--- config.mk ---
export PLATFORM = sky130hd
export DESIGN_NAME = uart_tx_arbiter
export DESIGN_NICKNAME = d
export VERILOG_FILES = /design/src/rtl/uart_pkg.sv /design/src/rtl/uart_tx_arbiter_rr_pick.sv /design/src/rtl/uart_tx_arbiter.sv
export SDC_FILE = /design/constraint.sdc
export NUM_CORES = 1
export LEC_CHECK = 0
export CORE_ASPECT_RATIO = 1.5
export CORE_MARGIN = 1
export CORE_UTILIZATION = 30
export CTS_CLUSTER_SIZE = 25
export DETAILED_ROUTE_END_ITERATION = 10
export GPL_ROUTABILITY_DRIVEN = 0
export PLACE_DENSITY = 0.66
export SYNTH_ARGS = -nofsm -noshare
export SYNTH_HDL_FRONTEND = slang
export SYNTH_SLANG_ARGS = --single-unit
export TNS_END_PERCENT = 50
--- constraint.sdc ---
create_clock -name i_clk -period 1.5 [get_ports i_clk]
set_clock_uncertainty 0.1 [all_clocks]
set_input_delay 0.375 -clock i_clk [delete_from_list [all_inputs] [get_ports i_clk]]
set_output_delay 0.375 -clock i_clk [all_outputs]
set_load 0.02 [all_outputs]
--- src/rtl/uart_pkg.sv ---
// Shared definitions for the UART transmit arbiter: byte width, default
// bit period and the arbiter FSM state encoding.
// Optional feature macro: UART_ARB_GAP_EN (adds the inter-byte GAP state).
package uart_pkg;

    localparam int BYTE_W               = 8;
    localparam int CLKS_PER_BIT_DEFAULT = 217;

`ifdef UART_ARB_GAP_EN
    typedef enum logic [1:0] {
        IDLE      = 2'd0,
        ISSUE     = 2'd1,
        WAIT_DONE = 2'd2,
        GAP       = 2'd3
    } arb_state_t;
`else
    typedef enum logic [1:0] {
        IDLE      = 2'd0,
        ISSUE     = 2'd1,
        WAIT_DONE = 2'd2
    } arb_state_t;
`endif

endpackage

--- src/rtl/uart_tx_arbiter_rr_pick.sv ---
// rr_pick: combinational round-robin priority encoder. Searches the request
// vector starting at index ptr and wrapping modulo NUM_REQ; returns the first
// requester found and a flag saying whether any request was present.
module rr_pick #(
    parameter int NUM_REQ = 4,
    parameter int IDW     = $clog2(NUM_REQ)
) (
    input  logic [NUM_REQ-1:0] req,
    input  logic [IDW-1:0]     ptr,
    output logic [IDW-1:0]     winner,
    output logic               found
);

    localparam int SW = IDW + 1;

    logic [IDW-1:0]     cand_idx [NUM_REQ];
    logic [NUM_REQ-1:0] cand_hit;

    // Candidate gi is the requester gi places after the pointer (mod NUM_REQ).
    genvar gi;
    generate
        for (gi = 0; gi < NUM_REQ; gi++) begin : g_cand
            logic [SW-1:0] sum;
            assign sum          = {1'b0, ptr} + SW'(gi);
            assign cand_idx[gi] = (sum >= SW'(NUM_REQ)) ? IDW'(sum - SW'(NUM_REQ))
                                                        : sum[IDW-1:0];
            assign cand_hit[gi] = req[cand_idx[gi]];
        end
    endgenerate

    // Lowest rotated offset wins: scan from the far end so the nearest hit is kept.
    always_comb begin
        winner = '0;
        found  = |cand_hit;
        for (int i = NUM_REQ - 1; i >= 0; i--) begin
            if (cand_hit[i]) begin
                winner = cand_idx[i];
            end
        end
    end

endmodule

--- src/rtl/uart_tx_arbiter.sv ---
// uart_tx_arbiter: shares one UART transmitter between NUM_REQ byte sources
// using round-robin arbitration. A grant latches the winner's byte, pulses
// o_TX_DV together with the winner's ready bit, then waits for i_TX_Done.
// Optional feature macro: UART_ARB_GAP_EN inserts CLKS_PER_BIT*GAP_BITS
// cycles from i_TX_Done to the next start strobe (GAP state).
module uart_tx_arbiter
    import uart_pkg::*;
#(
    parameter int NUM_REQ      = 4,
    parameter int CLKS_PER_BIT = CLKS_PER_BIT_DEFAULT,
    parameter int GAP_BITS     = 1
) (
    input  logic                         i_clk,
    input  logic                         i_rst_n,
    input  logic [NUM_REQ-1:0]           i_req_valid,
    input  logic [BYTE_W*NUM_REQ-1:0]    i_req_byte,
    output logic [NUM_REQ-1:0]           o_req_ready,
    output logic                         o_TX_DV,
    output logic [BYTE_W-1:0]            o_TX_Byte,
    input  logic                         i_TX_Active,
    input  logic                         i_TX_Done,
    output logic [$clog2(NUM_REQ)-1:0]   o_grant_id,
    output logic                         o_busy
);

    localparam int IDW = $clog2(NUM_REQ);

    arb_state_t        state_reg;
    arb_state_t        state_next;
    logic [IDW-1:0]    ptr_reg;
    logic [IDW-1:0]    grant_reg;
    logic [BYTE_W-1:0] byte_reg;

    logic [IDW-1:0]    pick_id;
    logic              pick_found;
    logic              grant_fire;
    logic [BYTE_W-1:0] req_bytes [NUM_REQ];

    // Unpack the flat byte bus into one byte per requester.
    genvar gi;
    generate
        for (gi = 0; gi < NUM_REQ; gi++) begin : g_bytes
            assign req_bytes[gi] = i_req_byte[gi*BYTE_W +: BYTE_W];
        end
    endgenerate

    rr_pick #(
        .NUM_REQ (NUM_REQ),
        .IDW     (IDW)
    ) u_rr_pick (
        .req    (i_req_valid),
        .ptr    (ptr_reg),
        .winner (pick_id),
        .found  (pick_found)
    );

    // A stray transmission (i_TX_Active in IDLE) blocks granting until it ends.
    assign grant_fire = (state_reg == IDLE) && pick_found && !i_TX_Active;

`ifdef UART_ARB_GAP_EN
    // The IDLE and ISSUE cycles after GAP account for two cycles of the
    // Done-to-DV spacing, so GAP itself lasts GAP_CYCLES-2 cycles.
    localparam int GAP_CYCLES = CLKS_PER_BIT * GAP_BITS;
    localparam int GAP_LOAD   = (GAP_CYCLES > 3) ? GAP_CYCLES - 3 : 0;
    localparam int GCW        = $clog2(GAP_LOAD + 2);

    logic [GCW-1:0] gap_cnt_reg;
    logic           gap_done;

    assign gap_done = (gap_cnt_reg == '0);

    // Gap counter: loaded on Done, counts down to zero while in GAP.
    always_ff @(posedge i_clk or negedge i_rst_n) begin
        if (!i_rst_n) begin
            gap_cnt_reg <= '0;
        end else if ((state_reg == WAIT_DONE) && i_TX_Done) begin
            gap_cnt_reg <= GCW'(GAP_LOAD);
        end else if ((state_reg == GAP) && !gap_done) begin
            gap_cnt_reg <= gap_cnt_reg - 1'b1;
        end
    end
`endif

    // FSM state register.
    always_ff @(posedge i_clk or negedge i_rst_n) begin
        if (!i_rst_n) begin
            state_reg <= IDLE;
        end else begin
            state_reg <= state_next;
        end
    end

    // FSM next-state logic; i_TX_Done is only looked at in WAIT_DONE.
    always_comb begin
        state_next = state_reg;
        case (state_reg)
            IDLE: begin
                if (grant_fire) begin
                    state_next = ISSUE;
                end
            end
            ISSUE: begin
                state_next = WAIT_DONE;
            end
            WAIT_DONE: begin
                if (i_TX_Done) begin
`ifdef UART_ARB_GAP_EN
                    state_next = GAP;
`else
                    state_next = IDLE;
`endif
                end
            end
`ifdef UART_ARB_GAP_EN
            GAP: begin
                if (gap_done) begin
                    state_next = IDLE;
                end
            end
`endif
            default: begin
                state_next = IDLE;
            end
        endcase
    end

    // Grant bookkeeping: winner id, its byte, and the next search start.
    always_ff @(posedge i_clk or negedge i_rst_n) begin
        if (!i_rst_n) begin
            ptr_reg   <= '0;
            grant_reg <= '0;
            byte_reg  <= '0;
        end else if (grant_fire) begin
            grant_reg <= pick_id;
            byte_reg  <= req_bytes[pick_id];
            ptr_reg   <= (pick_id == IDW'(NUM_REQ - 1)) ? '0 : pick_id + 1'b1;
        end
    end

    // Ready is one-hot by construction: only the registered winner can match.
    generate
        for (gi = 0; gi < NUM_REQ; gi++) begin : g_ready
            assign o_req_ready[gi] = (state_reg == ISSUE) && (grant_reg == IDW'(gi));
        end
    endgenerate

    assign o_TX_DV    = (state_reg == ISSUE);
    assign o_busy     = (state_reg != IDLE);
    assign o_TX_Byte  = byte_reg;
    assign o_grant_id = grant_reg;

endmodule
==> flow_summary.json, run 1 <==
{
  "outcome": "complete, but fails checks",
  "drt-initial-drc-count": 10,
  "cts.clk_slew.worst_paths_ns": 0.07,
  "fillers": 247,
  "rows": 24,
  "swShare": 0.396,
  "coreArea_um2": 2910,
  "wirelength_mm": 3.05,
  "htree_levels": 1,
  "clock_latency_ns": 0.24,
  "wl_met1_mm": 1.17,
  "worstMarginPinSlew_ns": 0.235,
  "cp_cell_sequence": "mux2_4 > o221ai_4 > buf_6 > buf_16 > mux2i_2 > o221ai_2",
  "dieArea_um2": 3300,
  "placedInstanceArea_um2": 1630,
  "cts-root-buf": "clkbuf_8",
  "die_x_um": 47.3,
  "cts_tree": "built",
  "p_comb_frac": 0.653,
  "syn2layout_area_growth_pct": 105,
  "p_int_mw": 1.85,
  "grt_overflow": 0,
  "drcViolationCount": 0,
  "wl_per_cell_um": 15.0,
  "rsz0062_at_grt": "true",
  "arrival_ns": 1.85,
  "period_needed_ns": 1.83,
  "hold_slack_ns": 0.341,
  "vias_per_cell": 4.89,
  "p_sw_mw": 1.22,
  "ys_ff_latch": 14,
  "ir_worst_vdd_mv": 0.893,
  "finalSetupViolCount": 19,
  "multiInputGateArea_um2": 679,
  "worst_slack_ns": -0.329,
  "drive_gt1_frac": 0.409,
  "seqPwrFrac": 0.226,
  "yosys_warnings": 0,
  "initial_core_util": 0.317,
  "slew_violations": 0,
  "dr.pass1.iters": 4,
  "design_area_um2": 1890,
  "antennaDiodeCount": 0,
  "cts_buffers": 3,
  "synth-edff-count": 0,
  "max-clock-path-buffers": 2,
  "ys.flop_type": "dfrtp_1",
  "syn-cell-area_um2": 922,
  "dr_wl_met2_mm": 1.67,
  "grt_max_degree": 15,
  "cap_violations": 0,
  "pwr-share-clk": 0.121,
  "seqCellArea_um2": 350,
  "via_count": 993,
  "top_layer_used": "met4",
  "slowest_delay_ns": 0.41,
  "cp_max_fo": 4,
  "synthArstFlopShare": 1.00,
  "grt_antenna_before_repair": 0,
  "post-place-ws_ns": -0.733,
  "grtUsageTotal": 0.204,
  "syn-num-nets": 126,
  "power.leakage_nw": 0.824,
  "final_nets": 205,
  "grt_pass1_wl_mm": 4.92,
  "finalCritPeriodShare": 1.22,
  "fp.dieH_um": 69.9,
  "worstSetupEndpointType": "flop",
  "max_freq_mhz": 547,
  "cts_hold_buf": 0,
  "grt_pass1_vias": 1050,
  "numPortBuffers": 55,
  "slowest_stage": "dfrtp_1",
  "powerDensity_nw_per_um2": 1630,
  "critPathLaunchType": "flop",
  "violations": "negative setup slack",
  "largest_register_ff_count": 8,
  "ant_nets": 0,
  "cts.sinks": 14,
  "synth_cells": 86,
  "finalSetupTns_ns": -4.33,
  "postSynthAreaPerCell_um2": 10.7,
  "wl_met3_um": 158,
  "critPathKind": "flop to flop",
  "yosys.cell_types.count": 30,
  "dp_hpwl_mm": 2.02,
  "pin_count": 56,
  "finalHoldViolCount": 0,
  "yosysSeqAreaShare": 0.380,
  "worstPathRequired_ns": 1.52,
  "holdCritPathClass": "input pin to asynchronous set/reset pin",
  "max_slew_margin": 0.843
}
placed cells by master, fill, tap and decap left out, types with 4 or more instances in the layout:
cell	n
buf_4	16
buf_6	10
clkbuf_8	4
clkdlybuf4s50_1	35
dfrtp_1	14
dlygate4sd2_1	11
mux2i_1	4
mux2i_2	8
mux2i_4	4
nand2_1	13
o221ai_2	8
worst max-delay path: cells and delay by family (launching register included):
kind	cells	cell delay (ns)
flip-flops	1	0.41
AO/OA/AOI/OAI	2	0.36
buffers and inverters	2	0.28
multiplexers	2	0.55
cell type report:
cell class | count | area share
timing repair buffer | 77 | 0.391
multi-input combinational | 65 | 0.360
sequential | 14 | 0.185
clock buffer | 4 | 0.0291
tap | 39 | 0.0258
inverter | 4 | 0.00861
power groups by stage:
stage | Sequential, mW | Combinational [mW] | Clock, mW
3_3_place_gp | 0.674 | 1.67 | 0
6_report | 0.694 | 2.00 | 0.371
3_5_place_dp | 0.690 | 1.71 | 0
4_1_cts | 0.687 | 1.99 | 0.379
5_1_grt | 0.719 | 2.13 | 0.411
2_1_floorplan | 0.834 | 0.794 | 0
final timing paths:
| check | from | to | slack (ns) | cells past startpoint |
|---|---|---|---|---|
| max | ptr_reg[1]$_DFFE_PN0P_ | o_TX_Byte[2]$_DFFE_PN0P_ | -0.33 | 6 |
| min | i_rst_n | o_TX_Byte[3]$_DFFE_PN0P_ | 0.34 | 2 |
| max reg2reg | ptr_reg[1]$_DFFE_PN0P_ | o_TX_Byte[2]$_DFFE_PN0P_ | -0.33 | 6 |
| min reg2reg | o_TX_Byte[5]$_DFFE_PN0P_ | o_TX_Byte[5]$_DFFE_PN0P_ | 0.40 | 2 |
| max in group asynchronous | i_rst_n | o_grant_id[0]$_DFFE_PN0P_ | 0.77 | 2 |
| min in group i_clk | o_TX_Byte[5]$_DFFE_PN0P_ | o_TX_Byte[5]$_DFFE_PN0P_ | 0.40 | 2 |
cell usage after synthesis, types with 2 or more instances:
master,number,area [um^2]
mux2i_1,16,160
nor2_1,3,11.3
dfrtp_1,14,350
nand2_1,13,48.8
o221ai_2,9,135
buf_2,2,10.0
inv_1,3,11.3
o21ai_0,2,10.0
nor2b_1,2,12.5
buf_4,2,15.0
through the flow:
step / utilization / power (mW) / cells
after floorplan: - / 1.63 / 86
after global placement: 0.560 / 2.35 / 192
after detailed placement: 0.560 / 2.40 / 192
after CTS: 0.631 / 3.06 / 203
after global routing: 0.649 / 3.26 / 203
final: 0.649 / 3.07 / 203
logic make-up (layout without fill, tap and decap cells):
logic type / after synthesis / count (layout) / synth area share
AOI/OAI and AO/OA: 18 / 18 / 0.221
buffers and inverters: 8 / 85 / 0.0448
muxes: 17 / 17 / 0.186
DFF: 14 / 14 / 0.380
and+or+nand+nor: 29 / 30 / 0.168
routing by layer:
metal / vias up / track usage
met1: 468 / 0.262
met2: 42 / 0.347
met4: 0 / 0.0540
met3: 6 / 0.0233
met5: - / 0
li1: 477 / -
what timing repair did:
| item | in CTS | in global routing |
|---|---|---|
| resized for setup | 69 | 18 |
| pin swaps | 12 | 12 |
| buffers inserted | 4 | 1 |
| endpoints found under the setup margin | 29 | 21 |
| gates cloned | 3 | 1 |
Power figures use the tool's default switching activity.
==> run 2, diff against run 1 <==
--- a/config.mk
+++ b/config.mk
@@ -8,7 +8,6 @@
 export CORE_ASPECT_RATIO = 1.5
 export CORE_MARGIN = 1
 export CORE_UTILIZATION = 30
-export CTS_CLUSTER_SIZE = 25
 export DETAILED_ROUTE_END_ITERATION = 10
 export GPL_ROUTABILITY_DRIVEN = 0
 export PLACE_DENSITY = 0.66
==> results of run 2 <==
The final DEF is identical to that of run 1; final timing and power are the same.
==> run 3, diff against run 2 <==
--- a/config.mk
+++ b/config.mk
@@ -5,12 +5,14 @@
 export SDC_FILE = /design/constraint.sdc
 export NUM_CORES = 1
 export LEC_CHECK = 0
+export ABC_CLOCK_PERIOD_IN_PS = 1500
 export CORE_ASPECT_RATIO = 1.5
 export CORE_MARGIN = 1
 export CORE_UTILIZATION = 30
 export DETAILED_ROUTE_END_ITERATION = 10
 export GPL_ROUTABILITY_DRIVEN = 0
 export PLACE_DENSITY = 0.66
+export RECOVER_POWER = 25
 export SYNTH_ARGS = -nofsm -noshare
 export SYNTH_HDL_FRONTEND = slang
 export SYNTH_SLANG_ARGS = --single-unit
==> flow_summary.json, run 3 (same netlist as run 1, synthesis figures left out) <==
{
  "p_comb_frac": 0.653,
  "antennaDiodeCount": 0,
  "hold_depth": 2,
  "finalSetupViolCount": 19,
  "hold_slack_ns": 0.395,
  "worst_slack_ns": -0.330,
  "grt_pass1_vias": 1050,
  "total_power_mw": 3.07,
  "period_needed_ns": 1.83,
  "final_nets": 205,
  "crit-reg2reg-launch": "ptr_reg[1]$_DFFE_PN0P_",
  "cts.sinks": 14,
  "clock_latency_ns": 0.24,
  "ant_nets": 0,
  "initial_core_util": 0.317,
  "largest_register_ff_count": 8,
  "powerDensity_nw_per_um2": 1630,
  "pin_count": 56,
  "max-clock-path-buffers": 2,
  "reg2regPathDepth": 6,
  "violations": "negative setup slack",
  "wl_per_cell_um": 15.0,
  "power.leakage_nw": 0.820,
  "worstMarginPinSlew_ns": 0.807,
  "arrival_ns": 1.85,
  "mostFrequentLayoutCells": "clkdlybuf4s50_1 (35), buf_4 (15), dfrtp_1 (14)",
  "r2r_end": "o_TX_Byte[2]$_DFFE_PN0P_",
  "grt_overflow": 0,
  "numPortBuffers": 55,
  "vias_per_cell": 4.88,
  "slowest_delay_ns": 0.41,
  "rsz0062_at_grt": "true",
  "cts-root-buf": "clkbuf_8",
  "critPathLaunch": "ptr_reg[1]$_DFFE_PN0P_",
  "critPathLaunchType": "flop",
  "finalHoldViolCount": 0,
  "grtUsageTotal": 0.204,
  "htree_levels": 1,
  "rows": 24,
  "max_freq_mhz": 547,
  "grt_pass1_wl_mm": 4.92,
  "cap_violations": 0,
  "worstPathRequired_ns": 1.52,
  "die_x_um": 47.3,
  "cts_hold_buf": 0,
  "dr.pass1.iters": 4,
  "dp_hpwl_mm": 2.02,
  "cp_cell_sequence": "mux2_4 > o221ai_4 > buf_6 > buf_16 > mux2i_2 > o221ai_2",
  "cts.clk_slew.worst_paths_ns": 0.07,
  "grt_max_degree": 15,
  "max_slew_margin": 0.462,
  "worstSetupEndpointType": "flop",
  "p_sw_mw": 1.22,
  "dieArea_um2": 3300,
  "seqPwrFrac": 0.227,
  "drcViolationCount": 0,
  "drive_gt1_frac": 0.402,
  "ir_worst_vdd_mv": 0.895,
  "fin_util": 0.647,
  "pwr-share-clk": 0.121,
  "cts_buffers": 3,
  "slowest_stage": "dfrtp_1",
  "critPathKind": "flop to flop",
  "syn2layout_area_growth_pct": 104,
  "worstSetupEndpoint": "o_TX_Byte[2]$_DFFE_PN0P_",
  "holdCritPathClass": "flop to flop",
  "rrSetupSlack_ns": -0.33,
  "drt-initial-drc-count": 10,
  "finalCritPeriodShare": 1.22,
  "p_int_mw": 1.85,
  "placedInstanceArea_um2": 1630,
  "wirelength_mm": 3.05,
  "design_area_um2": 1890,
  "via_count": 991,
  "cp_max_fo": 4,
  "slew_violations": 0,
  "outcome": "complete, but fails checks",
  "mostFrequentLayoutCell": "clkdlybuf4s50_1",
  "swShare": 0.396,
  "grt_antenna_before_repair": 0,
  "coreArea_um2": 2910,
  "fp.dieH_um": 69.9,
  "finalSetupTns_ns": -4.33,
  "cts_tree": "built"
}
-- run 3: what timing repair did --
action / 4_1_cts / 5_1_grt
endpoints found under the setup margin: 29 / 21
pin swaps: 12 / 12
cloned: 3 / 1
buffers inserted: 4 / 1
resized for setup: 69 / 18
-- run 3: final cells by class --
class / instances / area [um^2]
clock buffer: 4 / 55.1
timing repair buffer: 77 / 736
multi-input combinational: 65 / 679
inverter: 4 / 16.3
tap: 39 / 48.8
fill: 249 / 1030
sequential: 14 / 350
-- run 3: worst max-delay path, delay by kind of cell (launching register included) --
kind,cells,cell delay (ns)
buffers and inverters,2,0.28
multiplexers,2,0.55
flip-flops,1,0.41
AO/OA/AOI/OAI,2,0.36
-- run 3: power by group through the flow --
stage                     combinational, mW  clock (mW)  sequential [mW]
after floorplan                       0.794           0            0.834
after global placement                 1.67           0            0.674
after detailed placement               1.71           0            0.690
after CTS                              1.99       0.379            0.687
after global routing                   2.13       0.411            0.719
final                                  2.00       0.371            0.695
-- run 3: worst min path at each step --
stage	startpoint	end	slack, ns
after global placement	o_TX_Byte[6]$_DFFE_PN0P_	o_TX_Byte[6]$_DFFE_PN0P_	0.37
after CTS	i_rst_n	o_TX_Byte[3]$_DFFE_PN0P_	0.35
final	o_TX_Byte[5]$_DFFE_PN0P_	o_TX_Byte[5]$_DFFE_PN0P_	0.40
after floorplan	i_rst_n	o_TX_Byte[0]$_DFFE_PN0P_	-0.02
after detailed placement	o_TX_Byte[5]$_DFFE_PN0P_	o_TX_Byte[5]$_DFFE_PN0P_	0.37
after global routing	o_TX_Byte[6]$_DFFE_PN0P_	o_TX_Byte[6]$_DFFE_PN0P_	0.42
-- run 3: per-layer routing --
layer  track usage  share of wire  vias up  routed length, um
met1         0.262           0.38      466               1170
li1              -              -      476                  -
met2         0.347           0.54       43               1660
met5             0              0        -                  0
met3        0.0233          0.052        6                160
met4        0.0540          0.019        0                 57
-- run 3: stage by stage --
| stage | setup WS [ns] | std cells |
|---|---|---|
| global route | -0.361 | 203 |
| floorplan | -0.206 | 86 |
| detailed placement | -0.733 | 192 |
| global placement | -0.700 | 192 |
| CTS | -0.320 | 203 |
| finish | -0.330 | 203 |
==> RTL edit 1 (settings of run 2) <==
`NUM_REQ` is set to 4 in 2 places; all go to 2.
--- a/src/rtl/uart_tx_arbiter_rr_pick.sv
+++ b/src/rtl/uart_tx_arbiter_rr_pick.sv
@@ -4,3 +4,3 @@
 module rr_pick #(
-    parameter int NUM_REQ = 4,
+    parameter int NUM_REQ = 2,
     parameter int IDW     = $clog2(NUM_REQ)
--- a/src/rtl/uart_tx_arbiter.sv
+++ b/src/rtl/uart_tx_arbiter.sv
@@ -8,3 +8,3 @@
 #(
-    parameter int NUM_REQ      = 4,
+    parameter int NUM_REQ      = 2,
     parameter int CLKS_PER_BIT = CLKS_PER_BIT_DEFAULT,
Ports: changed (resized i_req_byte, i_req_valid, o_grant_id and o_req_ready); port bits go from 56 to 35. No check against the original RTL was run, so the function may have changed too.
==> RTL edit 1 against run 2 <==
- the flow still finishes with violations (setup timing)
- combinational power shrank 57%
- critical path depth decreased by 2
- total power shrank 45%
- critical path type is now reg -> out
- largest cell class unchanged
- sequential cell count down 2
- synthesized cell count is 33% lower
- area after synthesis is 32% lower
- wire length is 46% lower
- final area down 41%
- critical endpoint is now o_req_ready[1]
- hold slack worse by 0.059 ns
- setup slack gained 0.14 ns
- count of clock-buffer cells in the layout stayed put
==> RTL edit 1: results (changes against run 2) <==
- The setup violation total in the final timing report came to 11 (-8).
- The largest net degree at the start of global routing is 13 (-2).
- After synthesis, the cell types taking the most area are dfrtp_1, a221o_1, nor3_2.
- The worst setup path endpoint is o_req_ready[1].
- The worst IR drop on VDD is 0.768 mV (-14%).
- The flow ran to the end, but the final reports show violations.
- The power per cell area is 1500 nW/µm² (-7.5%).
- The final reports fail on setup timing.
- The commonest cells after synthesis are dfrtp_1, nand2_1, a221o_1, nor3_2, buf_2.
- The worst hold slack is 0.282 ns (-0.0590 ns).
- The data arrival time of the worst path is 1.21 ns (-0.64 ns).
- The count of cells along the worst register-to-register path was 5 (-1).
- The layout net count is 125 (-39%).
- The detail-routed net length per standard cell is 13.4 µm (-11%).
- The leakage power is 0.514 nW (-38%).
- The final setup slack of the worst path is -0.190 ns (+0.140 ns).
- The detailed-routing iteration count for the pre-antenna-repair pass came to 3 (-1).
- The compound-gate portion of the synthesized area is 16.7% (-5.5 points).
- The number of global-route vias before repair is 637 (-39%).
- The internal power is 0.00105 W (-43%).
- The cell at the root of the clock tree is clkbuf_4.
- The fraction of final layout cells sized beyond drive strength 1 came to 35.3% (-5.6 points).
- The via total after detailed routing came to 619 (-38%).
- The share of synthesized area occupied by flip-flops and latches is 47.6% (+9.6 points).
- The most critical setup path has its startpoint at state_reg[1]$_DFFE_PN0P_.
## RTL edit 1: what timing repair did
| action | 4_1_cts | 5_1_grt |
|---|---|---|
| pin swaps | 14 | 2 |
| endpoints found under the setup margin | 21 | 17 |
| cloned | 0 | 1 |
| hold endpoints to repair | 0 | 0 |
| resized for setup | 38 | 11 |
## RTL edit 1: metal layers
layer	global-route usage (%)	part of all wire [%]	vias up
met2	28.8	57	22
li1	-	-	296
met5	0	0	-
met4	8.87	1.3	0
met1	17.9	37	297
met3	2.30	4.6	4
## RTL edit 1: final cells by class
| type | instances | area [µm²] |
|---|---|---|
| repair buffers | 45 | 424 |
| clock buffers | 4 | 36.3 |
| well taps | 22 | 27.5 |
| multi-input cells | 39 | 320 |
| fillers | 198 | 886 |
| flip-flops and latches | 12 | 300 |
| inverters | 2 | 7.51 |
==> RTL edit 2 (settings of run 2) <==
Made on the original files. The 3 states of `arb_state_t` get a one-hot encoding in 3 bits.
--- a/src/rtl/uart_pkg.sv
+++ b/src/rtl/uart_pkg.sv
@@ -16,6 +16,6 @@
 `else
-    typedef enum logic [1:0] {
-        IDLE      = 2'd0,
-        ISSUE     = 2'd1,
-        WAIT_DONE = 2'd2
+    typedef enum logic [2:0] {
+        IDLE      = 3'b001,
+        ISSUE     = 3'b010,
+        WAIT_DONE = 3'b100
     } arb_state_t;
Function: no difference found for any inputs over 10 cycles, from zero or initial values and one cycle with i_rst_n low; not proved beyond that.
==> RTL edit 2 against run 2 <==
- the flow still finishes with violations (setup timing)
- highest routed layer unchanged
- final area increased by 9.5%
- final cell count rose by 17%
- setup slack better by 0.098 ns
- wire length increased by 24%
- total power grew 10%
- hold slack better by 0.015 ns
- area after synthesis rose by 9.8%
- register-to-register slack gained 0.11 ns
- global-route usage grew 0.52 points
- sequential power rose by 8.5%
- clock power decreased by 12%
- die area increased by 9.4%
- sequential cell count increased by 1
==> RTL edit 2: results (changes against run 2) <==
- The power per cell area came to 1640 nW/µm² (+0.66%).
- The pre-CTS setup slack is -0.755 ns (-0.0216 ns).
- In the synthesized netlist, the cells that appear most often are nand2_1, dfrtp_1, o21ai_0.
- The number of distinct standard cells referenced by the synthesized netlist is 31 (+3.3%).
- The setup violation total in the final timing report is 20 (+1).
- The worst hold slack came to 0.356 ns (+0.0146 ns).
- The setup slack of the worst register-to-register path came to -0.22 ns (+0.11 ns).
- In this design, the largest share of critical-path delay is due to flip-flops.
- The count of cells along the worst register-to-register path is 5 (-1).
- The checks that failed: setup timing.
- The net switching power came to 0.00145 W (+19%).
- The detailed router's first-iteration violation count came to 32 (+22).
- The worst max-slew margin expressed relative to the limit came to 78.1% (-6.3 points).
- The delay of the slowest critical-path stage is 0.54 ns (+0.13 ns).
- The number of cells produced by synthesis is 109 (+27%).
- By area the synthesized netlist is led by dfrtp_1, o211ai_2, mux2i_1.
- The number of fill cells is 270 (+9.3%).
- The run finished, with violations left.
- The final critical path time including I/O delays and setup is 1.73 ns (-0.0981 ns).
- The cell count after placement is 219 (+14%).
- The power drawn by the sequential cells is 0.000753 W (+8.5%).
- The final setup slack of the worst path was -0.231 ns (+0.0981 ns).
- The post-detailed-placement cell area is 1770 µm² (+8.2%).
- The detailed placement HPWL was 2.43 mm (+21%).
- The met3 capacity usage during global routing is 4.17% (+1.8 points).
- The XOR/XNOR share of the synthesized area is 0.865% (+0.87 points).
- The met1 track demand over resource in global routing is 23.5% (-2.7 points).
- The global-route usage over all layers came to 21.0% (+0.52 points).
- The total nets after synthesis is 149 (+18%).
- The number of global-route vias before repair came to 1,241 (+18%).
==> RTL edit 2: changes by cell type after synthesis, sizes merged, moves of 2 or more <==
cell and change:
nand3 +6, nand2 +5, o221ai -8, nor3 +2, o211ai +8, o21ai +9, a211o +8, mux2i -8
nor2 +3
==> RTL edit 2: worst max-delay path by stage <==
stage                                  start                  endpoint  slack (ns)  depth (start not counted)
CTS                 state_reg[0]$_DFFE_PN1P_            o_req_ready[3]       -0.25                          5
detailed placement            i_req_valid[2]  o_TX_Byte[2]$_DFFE_PN0P_       -0.75                          6
global placement              i_req_valid[2]  o_TX_Byte[2]$_DFFE_PN0P_       -0.73                          6
floorplan           state_reg[0]$_DFFE_PN1P_  o_TX_Byte[0]$_DFFE_PN0P_       -0.13                          5
global route          ptr_reg[1]$_DFFE_PN0P_  o_TX_Byte[7]$_DFFE_PN0P_       -0.28                          5
finish              state_reg[0]$_DFFE_PN1P_            o_req_ready[3]       -0.23                          5
==> RTL edit 2: layer usage <==
layer | vias to the layer above | wire (µm) | share of wire [%]
met2 | 54 | 2030 | 54
met5 | - | 0 | 0
met4 | 0 | 59 | 1.6
met1 | 589 | 1480 | 39
met3 | 6 | 223 | 5.9
li1 | 584 | - | -
==> RTL edit 2: worst register-to-register path, stage by stage (launching register included) <==
cell and delay [ns]:
dfrtp_1 0.42, and3b_2 0.25, a31o_4 0.26, nor2_4 0.21, mux2i_2 0.26, o211ai_2 0.10
==> RTL edit 2: layout make-up <==
type	count	area share [%]
sequential	15	18.3
tap	40	2.42
clock buffer	4	2.18
multi-input combinational	88	37.3
timing repair buffer	86	38.9
inverter	4	0.967
==> RTL edit 2: repair_timing <==
item,4_1_cts,5_1_grt
setup endpoints to repair,30,21
pin swaps,12,10
gates resized for setup,83,25
setup buffers,7,4
endpoints found under the hold margin,0,0
gates cloned,4,0
